## config.mk

```make
export PLATFORM = sky130hd
export DESIGN_NAME = writeback_arbiter
export DESIGN_NICKNAME = d
export VERILOG_FILES = /design/src/rtl/writeback_arbiter.sv
export SDC_FILE = /design/constraint.sdc
export NUM_CORES = 1
export LEC_CHECK = 0
export CAP_MARGIN = 20
export CORE_MARGIN = 3
export CORE_UTILIZATION = 49
export CTS_CLUSTER_DIAMETER = 200
export DETAILED_ROUTE_END_ITERATION = 8
export PLACE_DENSITY = 0.89
export SLEW_MARGIN = 20
export SYNTH_ARGS = -nofsm -noshare
export SYNTH_HDL_FRONTEND = slang
export SYNTH_SLANG_ARGS = --single-unit
```

## constraint.sdc

```tcl
create_clock -name in_Clk -period 5.7 [get_ports in_Clk]
set_input_delay 0.57 -clock in_Clk [delete_from_list [all_inputs] [get_ports in_Clk]]
set_output_delay 0.57 -clock in_Clk [all_outputs]
set_load 0.05 [all_outputs]
```

## src/rtl/writeback_arbiter.sv

```systemverilog
// Write-back arbiter: merges a single-cycle source A and a 2-entry buffered source B
// into one registered register-file write port, with an anti-starvation rule for A.
module writeback_arbiter #(
  parameter int DATA_WIDTH = 64,
  parameter int ADDR_WIDTH = 5
) (
  input  logic                  in_Clk,
  input  logic                  in_Rst_N,
  input  logic                  in_A_valid,
  input  logic [ADDR_WIDTH-1:0] in_A_addr,
  input  logic [DATA_WIDTH-1:0] in_A_data,
  output logic                  out_A_ready,
  input  logic                  in_B_valid,
  input  logic [ADDR_WIDTH-1:0] in_B_addr,
  input  logic [DATA_WIDTH-1:0] in_B_data,
  output logic                  out_B_ready,
  output logic                  out_write_En,
  output logic [ADDR_WIDTH-1:0] out_writeAddr,
  output logic [DATA_WIDTH-1:0] out_data
);

  typedef enum logic [1:0] {
    GNT_NONE,
    GNT_A,
    GNT_B
  } grant_e;

  logic [ADDR_WIDTH-1:0] fifo_addr_q [2];
  logic [DATA_WIDTH-1:0] fifo_data_q [2];
  logic                  wr_ptr_q, wr_ptr_d;
  logic                  rd_ptr_q, rd_ptr_d;
  logic [1:0]            count_q, count_d;
  logic [1:0]            starve_q, starve_d;

  logic                  we_q, we_d;
  logic [ADDR_WIDTH-1:0] waddr_q, waddr_d;
  logic [DATA_WIDTH-1:0] wdata_q, wdata_d;

  grant_e                grant;
  logic                  push, pop;
  logic                  fifo_nonempty;

  assign fifo_nonempty = (count_q != 2'd0);
  // Readiness depends only on the stored count, never on this cycle's pop.
  assign out_B_ready   = (count_q < 2'd2);
  assign push          = in_B_valid && out_B_ready;

  // NOTE: every signal driven here gets a default first, so no path leaves it unassigned (no latch).
  always_comb begin
    grant    = GNT_NONE;
    wr_ptr_d = wr_ptr_q;
    rd_ptr_d = rd_ptr_q;
    count_d  = count_q;
    starve_d = 2'd0;
    we_d     = 1'b0;
    waddr_d  = waddr_q;
    wdata_d  = wdata_q;

    if (fifo_nonempty && !(in_A_valid && starve_q == 2'd2)) begin
      grant = GNT_B;
    end else if (in_A_valid) begin
      grant = GNT_A;
    end

    if (grant == GNT_B && in_A_valid) begin
      starve_d = (starve_q == 2'd2) ? 2'd2 : starve_q + 2'd1;
    end

    unique case (grant)
      GNT_A: begin
        waddr_d = in_A_addr;
        wdata_d = in_A_data;
        we_d    = (in_A_addr != '0);
      end
      GNT_B: begin
        waddr_d = fifo_addr_q[rd_ptr_q];
        wdata_d = fifo_data_q[rd_ptr_q];
        we_d    = (fifo_addr_q[rd_ptr_q] != '0);
      end
      default: ;
    endcase

    if (push) wr_ptr_d = ~wr_ptr_q;
    if (pop)  rd_ptr_d = ~rd_ptr_q;

    unique case ({push, pop})
      2'b10:   count_d = count_q + 2'd1;
      2'b01:   count_d = count_q - 2'd1;
      default: count_d = count_q;
    endcase
  end

  assign pop         = (grant == GNT_B);
  assign out_A_ready = (grant == GNT_A);

  // NOTE: control state uses non-blocking assignments so every register samples pre-edge values.
  always_ff @(posedge in_Clk or negedge in_Rst_N) begin
    if (!in_Rst_N) begin
      wr_ptr_q <= 1'b0;
      rd_ptr_q <= 1'b0;
      count_q  <= 2'd0;
      starve_q <= 2'd0;
      we_q     <= 1'b0;
      waddr_q  <= '0;
      wdata_q  <= '0;
    end else begin
      wr_ptr_q <= wr_ptr_d;
      rd_ptr_q <= rd_ptr_d;
      count_q  <= count_d;
      starve_q <= starve_d;
      we_q     <= we_d;
      waddr_q  <= waddr_d;
      wdata_q  <= wdata_d;
    end
  end

  // NOTE: the FIFO storage is not reset; count and pointers alone define which entries are live.
  always_ff @(posedge in_Clk) begin
    if (push) begin
      fifo_addr_q[wr_ptr_q] <= in_B_addr;
      fifo_data_q[wr_ptr_q] <= in_B_data;
    end
  end

  assign out_write_En  = we_q;
  assign out_writeAddr = waddr_q;
  assign out_data      = wdata_q;

endmodule

```

# Word-level counts from Yosys, hierarchy flattened
# Memory sizes are Yosys's and may differ from the RTL's.
# Cells that the tools add are included.
# Widths: inputs -> output; s select.
totals:
  word_cells: 40
  reg_bits: 76
  output_inout_bits: 72
  ramBits: 138
  in_bits: 142
  memories: 2
mem_list:
  columns: ["memory", "depth", "word_bits", "rd", "rd_clocked_by_memory_dff", "wr", "line_no", "rtl"]
  rows:
  - ["fifo_data_q", 2, 64, 1, 0, 1, "29", "logic [DATA_WIDTH-1:0] fifo_data_q [2];"]
  - ["fifo_addr_q", 2, 5, 1, 0, 1, "28", "logic [ADDR_WIDTH-1:0] fifo_addr_q [2];"]
op_classes:
  n_addsub: 3
  muxes: 10
  n_bitwise: 2
  magnitude_cmp: 1
  reduce_logical: 10
  eq_ne: 5
ops:
  columns: ["op", "count"]
  rows:
  - ["$pmux 64 s2", 1]
  - ["$pmux 5 s2", 1]
  - ["$reduce_bool 5->1", 2]
  - ["$eq 2x2->1 const B", 3]
  - ["$mux 2", 3]
  - ["$reduce_bool 2->1", 3]
  - ["$add 2x1->2 const B", 2]
  - ["$eq 2x1->1 const B", 2]
  - ["$logic_and 1x1->1", 4]
  - ["$pmux 2 s2", 1]
  - ["$mux 1", 3]
  - ["$lt 2x2->1 const B", 1]
  - ["$not 1->1", 2]
  - ["$pmux 1 s2", 1]
  - ["$sub 2x1->2 const B", 1]
  - ["$logic_not 1->1", 1]

# Logic depth before layout (Yosys ltp)
# Gate-level depths: netlist of the first run.
logic_depth:
  depth_word: 8
  depth_mapped: 8
  depth_no_buf: 7

# Least setup slack after synthesis of the first run
# OpenSTA, ideal clock, no wires.
synth_timing:
  path_kind: "register to register"
  startpoint: "register count_q[1]"
  endpoint: "memory fifo_addr_q[0][0] (enable)"
  path_stages_with_launch: 4
  required_ps: 5203
  setup_ps: 497
  slack_ps: 1339
  arrival_time_ps: 3865
  synth_period_minus_slack_ps: 4361
  path_cell_list: "dfrtp_1 -> inv_1 -> nand2_1 -> nor2_1"
synth_via:
  elab_chain_cells: 4
synth_rtl:
  columns: ["item", "line_no", "rtl"]
  rows:
  - ["from (decl)", "32", "logic [1:0] count_q, count_d;"]
  - ["from (signal assigned)", "109", "count_q <= count_d;"]
  - ["$lt 2x2->1", "45", "assign out_B_ready = (count_q < 2'd2);"]
  - ["named net out_B_ready", "16", "output logic out_B_ready,"]
  - ["$logic_and 1x1->1", "46", "assign push = in_B_valid && out_B_ready;"]
  - ["$mux 1", "119", "if (push) begin"]
  - ["$mux 1 (not written as such)", "120", "fifo_addr_q[wr_ptr_q] <= in_B_addr;"]
  - ["to (decl)", "28", null]
# The timed path passes the listed nets, and every way through them passes these cells.

# Worst setup path in the final report of the first run
layout_timing:
  startpoint: "register starve_q[0]"
  endpoint: "register count_q[1]"
layout_via:
  elab_chain_cells: 8
layout_rtl:
  columns: ["item", "line_no", "rtl"]
  rows:
  - ["from (decl)", "33", "logic [1:0] starve_q, starve_d;"]
  - ["from (signal assigned)", "110", "starve_q <= starve_d;"]
  - ["$eq 2x2->1 *", "59", "if (fifo_nonempty && !(in_A_valid && starve_q == 2'd2)) begin"]
  - ["$logic_and 1x1->1 *", "59", null]
  - ["$logic_not 1->1 *", "59", null]
  - ["$logic_and 1x1->1 *", "59", null]
  - ["$mux 2 *", "59", null]
  - ["$eq 2x2->1 *", "93", "assign pop = (grant == GNT_B);"]
  - ["$eq 2x1->1 / $eq 2x2->1 (equally long branches)", "86", "unique case ({push, pop})"]
  - ["$pmux 2 s2 / $reduce_bool 2->1 (equally long branches)", null, null]
# Every way passes the cells marked *; elsewhere a longest branch is shown, timed or not.
# A chain may end at the register's enable or synchronous reset.

==> impl_metrics.tcl, run 1 <==
set metrics [dict create \
    status "completed" \
    synth_seq_cells 214 \
    required_ns 6.12 \
    finalMaxSlewViolations 0 \
    yosysWarnings 0 \
    leakage_nw 4.19 \
    flow.area_growth_from_synthesis_pct 34.8 \
    setup.worst_path.start_class "flip-flop" \
    cts.sinks 214 \
    rr_worst_depth 8 \
    tightest_slew_ns 1.00 \
    drtIter0Drc 210 \
    rsz0062_at_grt "false" \
    wl_per_cell_um 18.8 \
    chipWidth_um 137 \
    path_class "reg -> reg" \
    timing.critical_path.buf_inv 3 \
    path_delay_family "buffers and inverters" \
    first_pass_iters 4 \
    cts_max_path_buffers 3 \
    start_util_pct 50.5 \
    setup_tns_ns 0 \
    finalWirelength_mm 18.8 \
    route.vias.total 5327 \
    die-height_um 137 \
    path_cells "inv_1, ha_1, a2bb2oi_4, buf_4, buf_4, ha_1, nor2_1, xnor2_1" \
    ant_nets 0 \
    viasPerCell 5.35 \
    synth_nets 701 \
    cap_violations 0 \
    nNetsFinal 904 \
    period_needed_ns 2.88 \
    grt_pass1_wl_mm 28.6 \
    cp_max_fo 75 \
    drc_errors 0 \
    syn_avg_cell_area_um2 15.2 \
    grt_overflow 0 \
    hold_class "in -> async" \
    cts.clk_slew.worst_paths_ns 0.06 \
    arrival_ns 3.29 \
    cts_hold_buffers 0 \
    cts_tree "built" \
    regToRegStartpoint "starve_q[0]$_DFF_PN0_" \
    antenna_found_initial 0 \
    worstSkewPairLatency_ns 0.49 \
    io_buffers 213 \
    period_share_pct 50.5 \
    gp_congestion 0.801 \
    yosysSeqAreaShare_pct 71.4 \
    cp_slowest_cell "buf_4" \
    clock_skew_ns 0.0164 \
    cp-startpoint "starve_q[0]$_DFF_PN0_" \
    maxSlewHeadroom_pct 33.2 \
    drive_gt1_share_pct 5.03 \
    power_density_mw_per_mm2 577 \
    grt_max_degree 101 \
    synth_cells 556 \
    cts_resized 0 \
    ys_types 26 \
    setup.worst_path.end_class "flip-flop" \
    rrSetupSlack_ns 2.82 \
    cp.depth 8 \
    dp_hpwl_mm 12.6 \
    fmax_ghz 0.348 \
    finalSetupViolCount 0 \
    synth_area_mm2 0.00847 \
    finalHoldViolCount 0 \
    coreArea_mm2 0.0168 \
    cts_inserted_buffers 22 \
    track_usage_pct 19.4 \
    grt_pass1_vias 5567 \
    cts_root_buffer "clkbuf_16" \
    fp-row-count 47 \
    die-area_mm2 0.0189 \
    ios 214 \
    p_total_mw 6.58 \
    r2r_end "count_q[1]$_DFFE_PN0P_" \
    vdd_ir_drop_max_uv 392 \
    cp-endpoint "count_q[1]$_DFFE_PN0P_" \
    htree_levels 1 \
    max_stage_delay_ns 0.71 \
    post_cts_buffers 0 \
]
## worst min path at each step
| stage | from | to | slack (ns) |
|---|---|---|---|
| final | in_Rst_N | out_data[25]$_DFFE_PN0P_ | 0.26 |
| after global routing | in_Rst_N | out_data[59]$_DFFE_PN0P_ | 0.33 |
| after CTS | in_Rst_N | out_data[59]$_DFFE_PN0P_ | 0.30 |
| after detailed placement | fifo_data_q[0][8]$_DFFE_PP_ | out_data[8]$_DFFE_PN0P_ | 0.53 |
| after global placement | fifo_data_q[0][8]$_DFFE_PP_ | out_data[8]$_DFFE_PN0P_ | 0.53 |
| after floorplan | in_Rst_N | count_q[0]$_DFFE_PN0P_ | 0.27 |
## synth_stat cells (all sizes together)
cell type / number / area [um^2]
nor2b: 52 / 325
o22a: 1 / 8.76
nor3: 1 / 5.00
and2b: 18 / 135
nand2: 1 / 3.75
nor4b: 1 / 8.76
nor3b: 1 / 7.51
mux2i: 70 / 701
nor4: 1 / 6.26
xor2: 1 / 8.76
ha: 3 / 37.5
o21ai: 1 / 5.00
buf: 32 / 178
and3: 3 / 18.8
clkbuf: 7 / 26.3
xnor2: 4 / 35.0
a211oi: 69 / 518
or4: 1 / 7.51
edfxtp: 138 / 4140
dfrtp: 76 / 1900
a2bb2oi: 1 / 26.3
inv: 3 / 11.3
a21oi: 69 / 345
nor2: 2 / 7.51
## stage by stage
step | std cells | hold slack, ns | setup WS, ns | utilization (%) | cell area (um^2)
global route | 995 | 0.329 | 2.65 | 68.1 | 11400
finish | 996 | 0.261 | 2.82 | 68.1 | 11400
floorplan | 556 | 0.274 | 1.34 | - | 8470
global placement | 955 | 0.528 | 2.75 | 64.0 | 10700
CTS | 995 | 0.296 | 2.90 | 68.1 | 11400
detailed placement | 955 | 0.533 | 2.62 | 64.0 | 10700
## kinds of logic (layout without fill, tap and decap cells)
group	Yosys count	after routing	share of synthesized area, %
AO/OA/AOI/OAI	141	141	10.7
adder cells (fa/ha/maj)	3	3	0.443
buffers and inverters	42	261	2.54
multiplexers	70	70	8.27
AND/OR/NAND/NOR	81	81	6.20
XOR/XNOR	5	5	0.517
flip-flops	214	214	71.4
other	0	1	0
## area by class of cell
| type | instances | area, um^2 |
|---|---|---|
| timing repair buffer | 218 | 2160 |
| inverter | 3 | 11.3 |
| clock buffer | 35 | 641 |
| fill | 1115 | 5340 |
| clock inverter | 5 | 50.0 |
| antenna | 1 | 2.50 |
| tap | 220 | 275 |
| sequential | 214 | 6050 |
| multi-input combinational | 300 | 2220 |
## state kept, by name, indices dropped and copies added (netlist names)
signal	cells
starve_q	2
out_write_En	1
out_writeAddr	5
fifo_data_q	128
rd_ptr_q	1
wr_ptr_q	1
out_data	64
count_q	2
fifo_addr_q	10
## power breakdown
part / internal [mW] / switching, mW
combinational: 1.03 / 1.80
clock: 0.814 / 0.537
sequential: 2.17 / 0.243
## per-layer routing
metal	track usage [%]	share of wire [%]	up-vias
li1	-	-	2525
met1	22.9	37	2582
met2	34.0	52	175
met3	4.38	6.7	45
met4	8.20	3.9	0
met5	0	0	-
## cell usage in the layout, fill, tap and decap left out, drive strengths merged
cell type,n
a211oi,69
a21oi,69
a2bb2oi,1
and2b,18
and3,3
buf,7
bufinv,1
clkbuf,35
clkdlybuf4s50,211
clkinv,3
clkinvlp,1
dfrtp,76
diode,1
edfxtp,138
ha,3
inv,3
mux2i,70
nand2,1
nor2,2
nor2b,52
nor3,1
nor3b,1
nor4,1
nor4b,1
o21ai,1
o22a,1
or4,1
xnor2,4
xor2,1
Power figures use the tool's default switching activity.
==> inputs of run 2 (changes only) <==
--- a/config.mk
+++ b/config.mk
@@ -7,10 +7,10 @@
 export LEC_CHECK = 0
 export CAP_MARGIN = 20
 export CORE_MARGIN = 3
-export CORE_UTILIZATION = 49
+export CORE_UTILIZATION = 44
 export CTS_CLUSTER_DIAMETER = 200
 export DETAILED_ROUTE_END_ITERATION = 8
-export PLACE_DENSITY = 0.89
+export PLACE_DENSITY = 0.85
 export SLEW_MARGIN = 20
 export SYNTH_ARGS = -nofsm -noshare
 export SYNTH_HDL_FRONTEND = slang
==> constraint.sdc (replaced) <==
create_clock -name in_Clk -period 2.6 [get_ports in_Clk]
set_input_delay 0.26 -clock in_Clk [delete_from_list [all_inputs] [get_ports in_Clk]]
set_output_delay 0.26 -clock in_Clk [all_outputs]
set_load 0.05 [all_outputs]
==> run 2 against run 1 <==
Against the previous run: flip-flop and latch count unchanged; power increased by 120%; sequential power increased by 120%; global-route usage decreased by 1.9 points; critical path depth decreased by 2; first-iteration DRC count increased by 13%; cell count increased by 4.8%; wire length increased by 0.91%; combinational power increased by 120%; worst hold slack improved by 0.10 ns; clock-buffer cell count decreased by 4; non-clock buffer count increased by 11.
==> impl_metrics.tcl, run 2 (synthesized netlist as in run 1, its figures left out) <==
set metrics [dict create \
    status "completed" \
    cts_resized 0 \
    nFillCells 1406 \
    period_needed_ns 2.23 \
    io_buffers 213 \
    top_register "fifo_data_q" \
    coreArea_mm2 0.0188 \
    drc_errors 0 \
    cts.sinks 214 \
    first_pass_iters 4 \
    grt_overflow 0 \
    path_delay_family "buffers and inverters" \
    cp_slowest_cell "buf_4" \
    fin_cells 1044 \
    finalMaxSlewViolations 0 \
    cap_violations 0 \
    ios 214 \
    setup_tns_ns 0 \
    holdPathStages 1 \
    fp-row-count 50 \
    finalHoldViolCount 0 \
    antenna_found_initial 0 \
    tightest_slew_ns 0.835 \
    final_core_util_pct 61.5 \
    path_class "reg -> out" \
    multiInputGateArea_mm2 0.00222 \
    maxSlewHeadroom_pct 44.4 \
    hold_ws_ns 0.363 \
    placed_cells 1005 \
    cts_root_buffer "clkbuf_16" \
    finalSetupViolCount 0 \
    setup.worst_path.end_class "output pin" \
    rsz0062_at_grt "false" \
    track_usage_pct 17.5 \
    drive_gt1_share_pct 6.39 \
    fmax_ghz 0.448 \
    vdd_ir_drop_max_uv 717 \
    wl_per_cell_um 18.1 \
    setup.worst_path.start_class "flip-flop" \
    leakage_nw 4.25 \
    flow.area_growth_from_synthesis_pct 36.6 \
    timing.critical_path.buf_inv 3 \
    cts_max_path_buffers 3 \
    route.vias.total 5336 \
    worstSkewPairLatency_ns 0.48 \
    cts.clk_slew.worst_paths_ns 0.06 \
    start_util_pct 45.0 \
    chipWidth_um 145 \
    period_share_pct 85.9 \
    path_cells "inv_1, ha_1, a2bb2oi_4, buf_4, nor2b_1, buf_12" \
    gp_congestion 0.737 \
    final_cell_mix "clkdlybuf4s50_1, edfxtp_1, dfrtp_1, mux2i_1" \
    nNetsFinal 914 \
    grt_max_degree 52 \
    rr_worst_depth 3 \
    dp_hpwl_mm 13.0 \
    clock_skew_ns 0.00955 \
    max_stage_delay_ns 0.38 \
    die-area_mm2 0.0210 \
    required_ns 2.34 \
    cts_inserted_buffers 21 \
    viasPerCell 5.11 \
    cp.depth 6 \
    drtIter0Drc 237 \
    arrival_ns 1.97 \
    grt_pass1_vias 5488 \
    grt_pass1_wl_mm 28.8 \
    hold_class "in -> reg" \
    largest_reg_flops 128 \
    ant_nets 0 \
    power_density_mw_per_mm2 1250 \
    cts_tree "built" \
    htree_levels 1 \
    seqCellArea_mm2 0.00605 \
    cp_max_fo 35 \
    finalWirelength_mm 18.9 \
    die-height_um 145 \
    layout_commonest_cell "clkdlybuf4s50_1" \
]
## run 2: cell count changes in the layout (fill, tap and decap cells not counted)
| cell | delta |
|---|---|
| buf_12 | +3 |
| diode_2 | +1 |
| clkbuf_1 | -4 |
| bufinv_16 | +1 |
| clkdlybuf4s50_1 | -1 |
| clkbuf_16 | -2 |
| clkbuf_8 | +2 |
| dlygate4sd3_1 | +1 |
| buf_4 | +8 |
| clkinvlp_4 | -1 |
## run 2: power breakdown
group / leakage (nW) / switching [mW] / total, mW / internal [mW]
combinational: 1.79 / 3.87 / 6.21 / 2.34
clock: 0.330 / 1.16 / 2.96 / 1.79
sequential: 2.14 / 0.602 / 5.34 / 4.74
## run 2: per-stage QoR
| step | total power, mW | setup WS, ns | area [um^2] |
|---|---|---|---|
| after global routing | 15.2 | 0.266 | 11600 |
| final | 14.5 | 0.368 | 11600 |
| after detailed placement | 11.6 | 0.769 | 10900 |
| after CTS | 14.6 | 0.351 | 11600 |
| after global placement | 11.5 | 0.837 | 10900 |
| after floorplan | 9.52 | 0.139 | 8480 |
## run 2: path summary, 6_finish.rpt
kind	slack, ns	to	startpoint
worst max-delay path	0.37	out_A_ready	starve_q[0]$_DFF_PN0_
worst min-delay path	0.36	fifo_data_q[0][5]$_DFFE_PP_	in_B_data[5]
worst max register to register	0.75	out_data[53]$_DFFE_PN0P_	rd_ptr_q$_DFFE_PN0N_
worst min register to register	0.54	out_data[62]$_DFFE_PN0P_	fifo_data_q[0][62]$_DFFE_PP_
max in group asynchronous	1.59	out_data[37]$_DFFE_PN0P_	in_Rst_N
min in group asynchronous	0.37	out_data[17]$_DFFE_PN0P_	in_Rst_N
## run 2: repair_timing
item                      CTS  global route
hold endpoints to repair   50             0
hold buffers                1             0
setup buffers               0             0
## run 2: worst reg2reg max path: stages (launching register included)
cell	delay, ns
dfrtp_4	0.98
buf_4	0.39
mux2i_1	0.26
a21oi_1	0.09
## run 2: layout make-up
class	instances	area share, %
Sequential cell	214	52.3
Timing Repair Buffer	229	19.7
Multi-Input combinational cell	300	19.2
Clock buffer	31	5.21
Tap cell	260	2.81
Clock inverter	5	0.627
Inverter	3	0.0973
Antenna cell	2	0.0432
## run 2: routing by layer
layer	wire length, um	part of all wire, %	vias up	global-route usage (%)
met1	7450	39	2610	21.2
met4	291	1.5	0	4.81
met2	10100	54	161	31.8
met5	0	0	-	0
li1	-	-	2544	-
met3	1060	5.6	21	3.45
==> inputs of run 3 (changes only) <==
==> constraint.sdc (replaced) <==
create_clock -name in_Clk -period 1.8 [get_ports in_Clk]
set_input_delay 0.18 -clock in_Clk [delete_from_list [all_inputs] [get_ports in_Clk]]
set_output_delay 0.18 -clock in_Clk [all_outputs]
set_load 0.05 [all_outputs]
==> run 3 against run 2 <==
Against the previous run: core utilization rose by 1.5 points; largest cell class unchanged; highest routed layer unchanged; clock power is 70% higher; combinational power is 48% higher.
==> impl_metrics.tcl, run 3 (synthesized netlist as in run 1, its figures left out) <==
set metrics [dict create \
    nNetsFinal 921 \
    grt_max_degree 73 \
    grt_pass1_vias 5730 \
    finalMaxSlewViolations 0 \
    drive_gt1_share_pct 9.09 \
    largest_reg_flops 128 \
    hold_class "in -> async" \
    ios 214 \
    gp_congestion 0.753 \
    power_density_mw_per_mm2 1840 \
    setup.worst_path.end_class "output pin" \
    antenna_found_initial 2 \
    finalSetupViolCount 0 \
    arrival_ns 1.56 \
    cts.clk_slew.worst_paths_ns 0.06 \
    rr_worst_depth 8 \
    first_pass_iters 4 \
    layout_commonest_cell "clkdlybuf4s50_1" \
    fmax_ghz 0.573 \
    die-area_mm2 0.0210 \
    period_share_pct 96.9 \
    period_needed_ns 1.74 \
    setup.worst_path.start_class "flip-flop" \
    cts_max_path_buffers 3 \
    coreArea_mm2 0.0188 \
    post-route-cell-area_mm2 0.0119 \
    required_ns 1.62 \
    final_cell_mix "clkdlybuf4s50_1, edfxtp_1, dfrtp_1, mux2i_1" \
    grt_overflow 0 \
    top_register "fifo_data_q" \
    maxSlewHeadroom_pct 60.8 \
    worstSkewPairLatency_ns 0.51 \
    ant_nets 0 \
    cts_root_buffer "clkbuf_16" \
    io_buffers 213 \
    start_util_pct 45.0 \
    drtIter0Drc 224 \
    seqPwrFrac_pct 34.8 \
    p_sw_mw 8.55 \
    placed_cells 1005 \
    cts_inserted_buffers 22 \
    status "completed" \
    die-height_um 145 \
    cts_tree "built" \
    cap_violations 0 \
    flow.area_growth_from_synthesis_pct 40.0 \
    viasPerCell 5.17 \
    fp-row-count 50 \
    swShare_pct 39.2 \
    track_usage_pct 18.6 \
    p_int_mw 13.2 \
    dp_slack_ns 0.194 \
    vdd_ir_drop_max_uv 983 \
    path_class "reg -> out" \
    dp_hpwl_mm 13.0 \
    drc_errors 0 \
    setup_slack_ns 0.0555 \
    chipWidth_um 145 \
    finalWirelength_mm 20.1 \
    final_core_util_pct 63.0 \
    leakage_nw 4.48 \
    clock_skew_ns 0.0175 \
    p_clk_share_pct 23.1 \
    finalHoldViolCount 0 \
    route.vias.total 5455 \
    tightest_slew_ns 0.588 \
    htree_levels 1 \
    grt_pass1_wl_mm 30.3 \
    cts.sinks 214 \
    wl_per_cell_um 19.1 \
    fin_cells 1056 \
    cp_max_fo 2 \
    pwr-share-comb_pct 42.1 \
    setup_tns_ns 0 \
    place_area_mm2 0.0110 \
]
-- run 3: changes by cell type in the layout (fill, tap and decap cells not counted), sizes merged --
cell           previous run  this run
clkinvlp                  0         4
inv                       3         2
dlygate4sd2               0        69
clkdlybuf4s50           210       139
bufbuf                    0         2
buf                      18        24
bufinv                    2         5
clkbuf                   31        29
diode                     2         4
-- run 3: area by class of cell --
| cell class | count | area, um^2 |
|---|---|---|
| Antenna cell | 4 | 10.0 |
| Clock buffer | 29 | 617 |
| Clock inverter | 11 | 203 |
| Fill cell | 1394 | 6970 |
| Inverter | 3 | 15.0 |
| Multi-Input combinational cell | 300 | 2250 |
| Sequential cell | 214 | 6050 |
| Tap cell | 260 | 325 |
| Timing Repair Buffer | 235 | 2390 |
-- run 3: layer usage --
metal	track usage [%]	routed length (um)	vias up	share of wire, %
met3	2.83	1040	50	5.2
met1	23.3	7900	2667	39
met5	0	0	-	0
li1	-	-	2559	-
met2	32.3	10500	179	52
met4	7.85	673	0	3.3
-- run 3: timing repair --
| action | in CTS | in global routing |
|---|---|---|
| pin swaps | 1 | 0 |
| resized for setup | 69 | 5 |
| gates cloned | 2 | 0 |
| setup endpoints to repair | 70 | 18 |
| setup buffers | 3 | 1 |
| hold buffers | 1 | 0 |
| endpoints found under the hold margin | 40 | 0 |
-- run 3: worst max-delay path, stage by stage, from the launching register on --
cell and delay [ns]:
dfrtp_1 0.38, inv_2 0.08, ha_4 0.14, a2bb2oi_4 0.06, buf_12 0.13, nor2b_2 0.11, buf_6 0.16
-- run 3: path summary, 6_finish.rpt --
kind                                                   start                  endpoint  slack (ns)
max in group asynchronous                           in_Rst_N  out_data[39]$_DFFE_PN0P_        0.98
worst max-delay path                   starve_q[0]$_DFF_PN0_               out_A_ready        0.06
worst min register to register  fifo_data_q[0][56]$_DFFE_PP_  out_data[56]$_DFFE_PN0P_        0.54
min in group in_Clk                               in_A_valid     starve_q[1]$_DFF_PN0_        0.22
worst min-delay path                                in_Rst_N      rd_ptr_q$_DFFE_PN0N_        0.22
worst max register to register         starve_q[0]$_DFF_PN0_  out_data[49]$_DFFE_PN0P_        0.07
-- run 3: power groups by stage --
stage / combinational, mW / sequential, mW / clock [mW]
2_1_floorplan: 3.50 / 10.3 / 0
3_3_place_gp: 9.11 / 7.61 / 0
3_5_place_dp: 9.32 / 7.68 / 0
4_1_cts: 9.20 / 7.60 / 5.15
5_1_grt: 9.72 / 7.74 / 5.34
6_report: 9.18 / 7.59 / 5.03
-- run 3: metrics by stage --
| stage | total power [mW] | hold slack, ns |
|---|---|---|
| after floorplan | 13.8 | -0.116 |
| after detailed placement | 17.0 | 0.229 |
| after CTS | 21.9 | 0.222 |
| after global placement | 16.7 | 0.222 |
| final | 21.8 | 0.216 |
| after global routing | 22.8 | 0.233 |
==> patch (settings of run 2) <==
Set the parameter `ADDR_WIDTH` to 4 (it was 5).
--- a/src/rtl/writeback_arbiter.sv
+++ b/src/rtl/writeback_arbiter.sv
@@ -4,3 +4,3 @@
   parameter int DATA_WIDTH = 64,
-  parameter int ADDR_WIDTH = 5
+  parameter int ADDR_WIDTH = 4
 ) (
Interface: changed (resized in_A_addr, in_B_addr and out_writeAddr); port bits go from 214 to 211. The function was not compared with the original's and may differ.
==> patch against run 2 <==
First-iteration DRC count fell by 4.2%. Design area rose by 1.4%. Sequential cell count shrank 3. Setup slack worse by 62 ps. Routed wire length down 2.3%. Area after synthesis grew 2.2%. Total power up 3.6%. Combinational power increased by 7.2%. Critical path type unchanged. Largest cell class unchanged. Largest power group unchanged. Highest routed layer is now met5.
==> patch: results (changes against run 2) <==
Power
  • Sw frac: 0.399 (+0.0107)
  • Comb. pwr: 6.66 mW (+7.2%)
  • Peak VDD IR: 679 uV (-5.3%)
  • Leak: 4.31 nW (+1.3%)
  • Clk network pwr share: 0.209 (+0.005)

Worst setup path
  • R2R Setup Slk: 570 ps (-180 ps)
  • Slowest CP cell: o2bb2ai_4

Final layout
  • Layout filler cell count: 1,480 (+5.3%)
  • Signal buffers: 223 (-2.6%)
  • Multi-input gate share of total cell area: 0.206 (+0.0140)
  • Logic inverters: 4 (+1)
  • Diode count: 1 (-1)
  • Final core utilization: 0.617 (+0.00249)
  • Clock buffers: 32 (+3.2%)

CTS
  • Cts bufs inserted: 22 (+4.8%)

Detailed routing
  • Routed wl met3: 1.35 mm (+28%)
  • Vias: 5,228 (-2.0%)
  • Top Metal Used: met5
  • Metal-1 WL: 7.44 mm (-0.13%)

STA
  • Fmax: 0.436 GHz (-2.7%)

Yosys
  • Sequential cell area fraction in the yosys report: 0.689 (-0.0251)
  • Cell count after synthesis: 545 (-2.0%)

Placement
  • RePlAce Congestion: 0.725 (-1.6%)

Global route
  • Met1 Use GR: 0.217 (+0.00460)
  • Met3 Resource Use GR: 0.0416 (+0.00708)
  • Total GRT Usage: 0.172 (-0.00326)

Run status
  • Status: finished clean
patch: cell types whose count changed in the layout (fill, tap and decap cells not counted), sizes merged, moves of 2 or more:
cell / delta
clkdlybuf4s50: -3
buf: -3
mux2i: -2
nor2b: +3
clkinv: +3
edfxtp: -2
and2b: -5
patch: logic make-up after synthesis:
logic type,count (synthesis),synth area share
adder cells (fa/ha/maj),3,0.00434
buffers and inverters,42,0.0350
AO/OA/AOI/OAI,140,0.133
AND/OR/NAND/NOR,76,0.0559
flip-flops,211,0.689
multiplexers,68,0.0786
XOR/XNOR,5,0.00506
patch: path summary, 6_finish.rpt:
check                                         from                 end  cells past startpoint
worst min-delay path                      in_Rst_N        out_data[27]                      2
min in group in_Clk                  in_B_data[50]  fifo_data_q[1][50]                      1
worst max register to register          count_q[0]        out_data[33]                      5
max in group asynchronous                 in_Rst_N        out_data[46]                      3
worst max-delay path                    count_q[0]         out_A_ready                      3
worst min register to register  fifo_data_q[1][29]        out_data[29]                      2
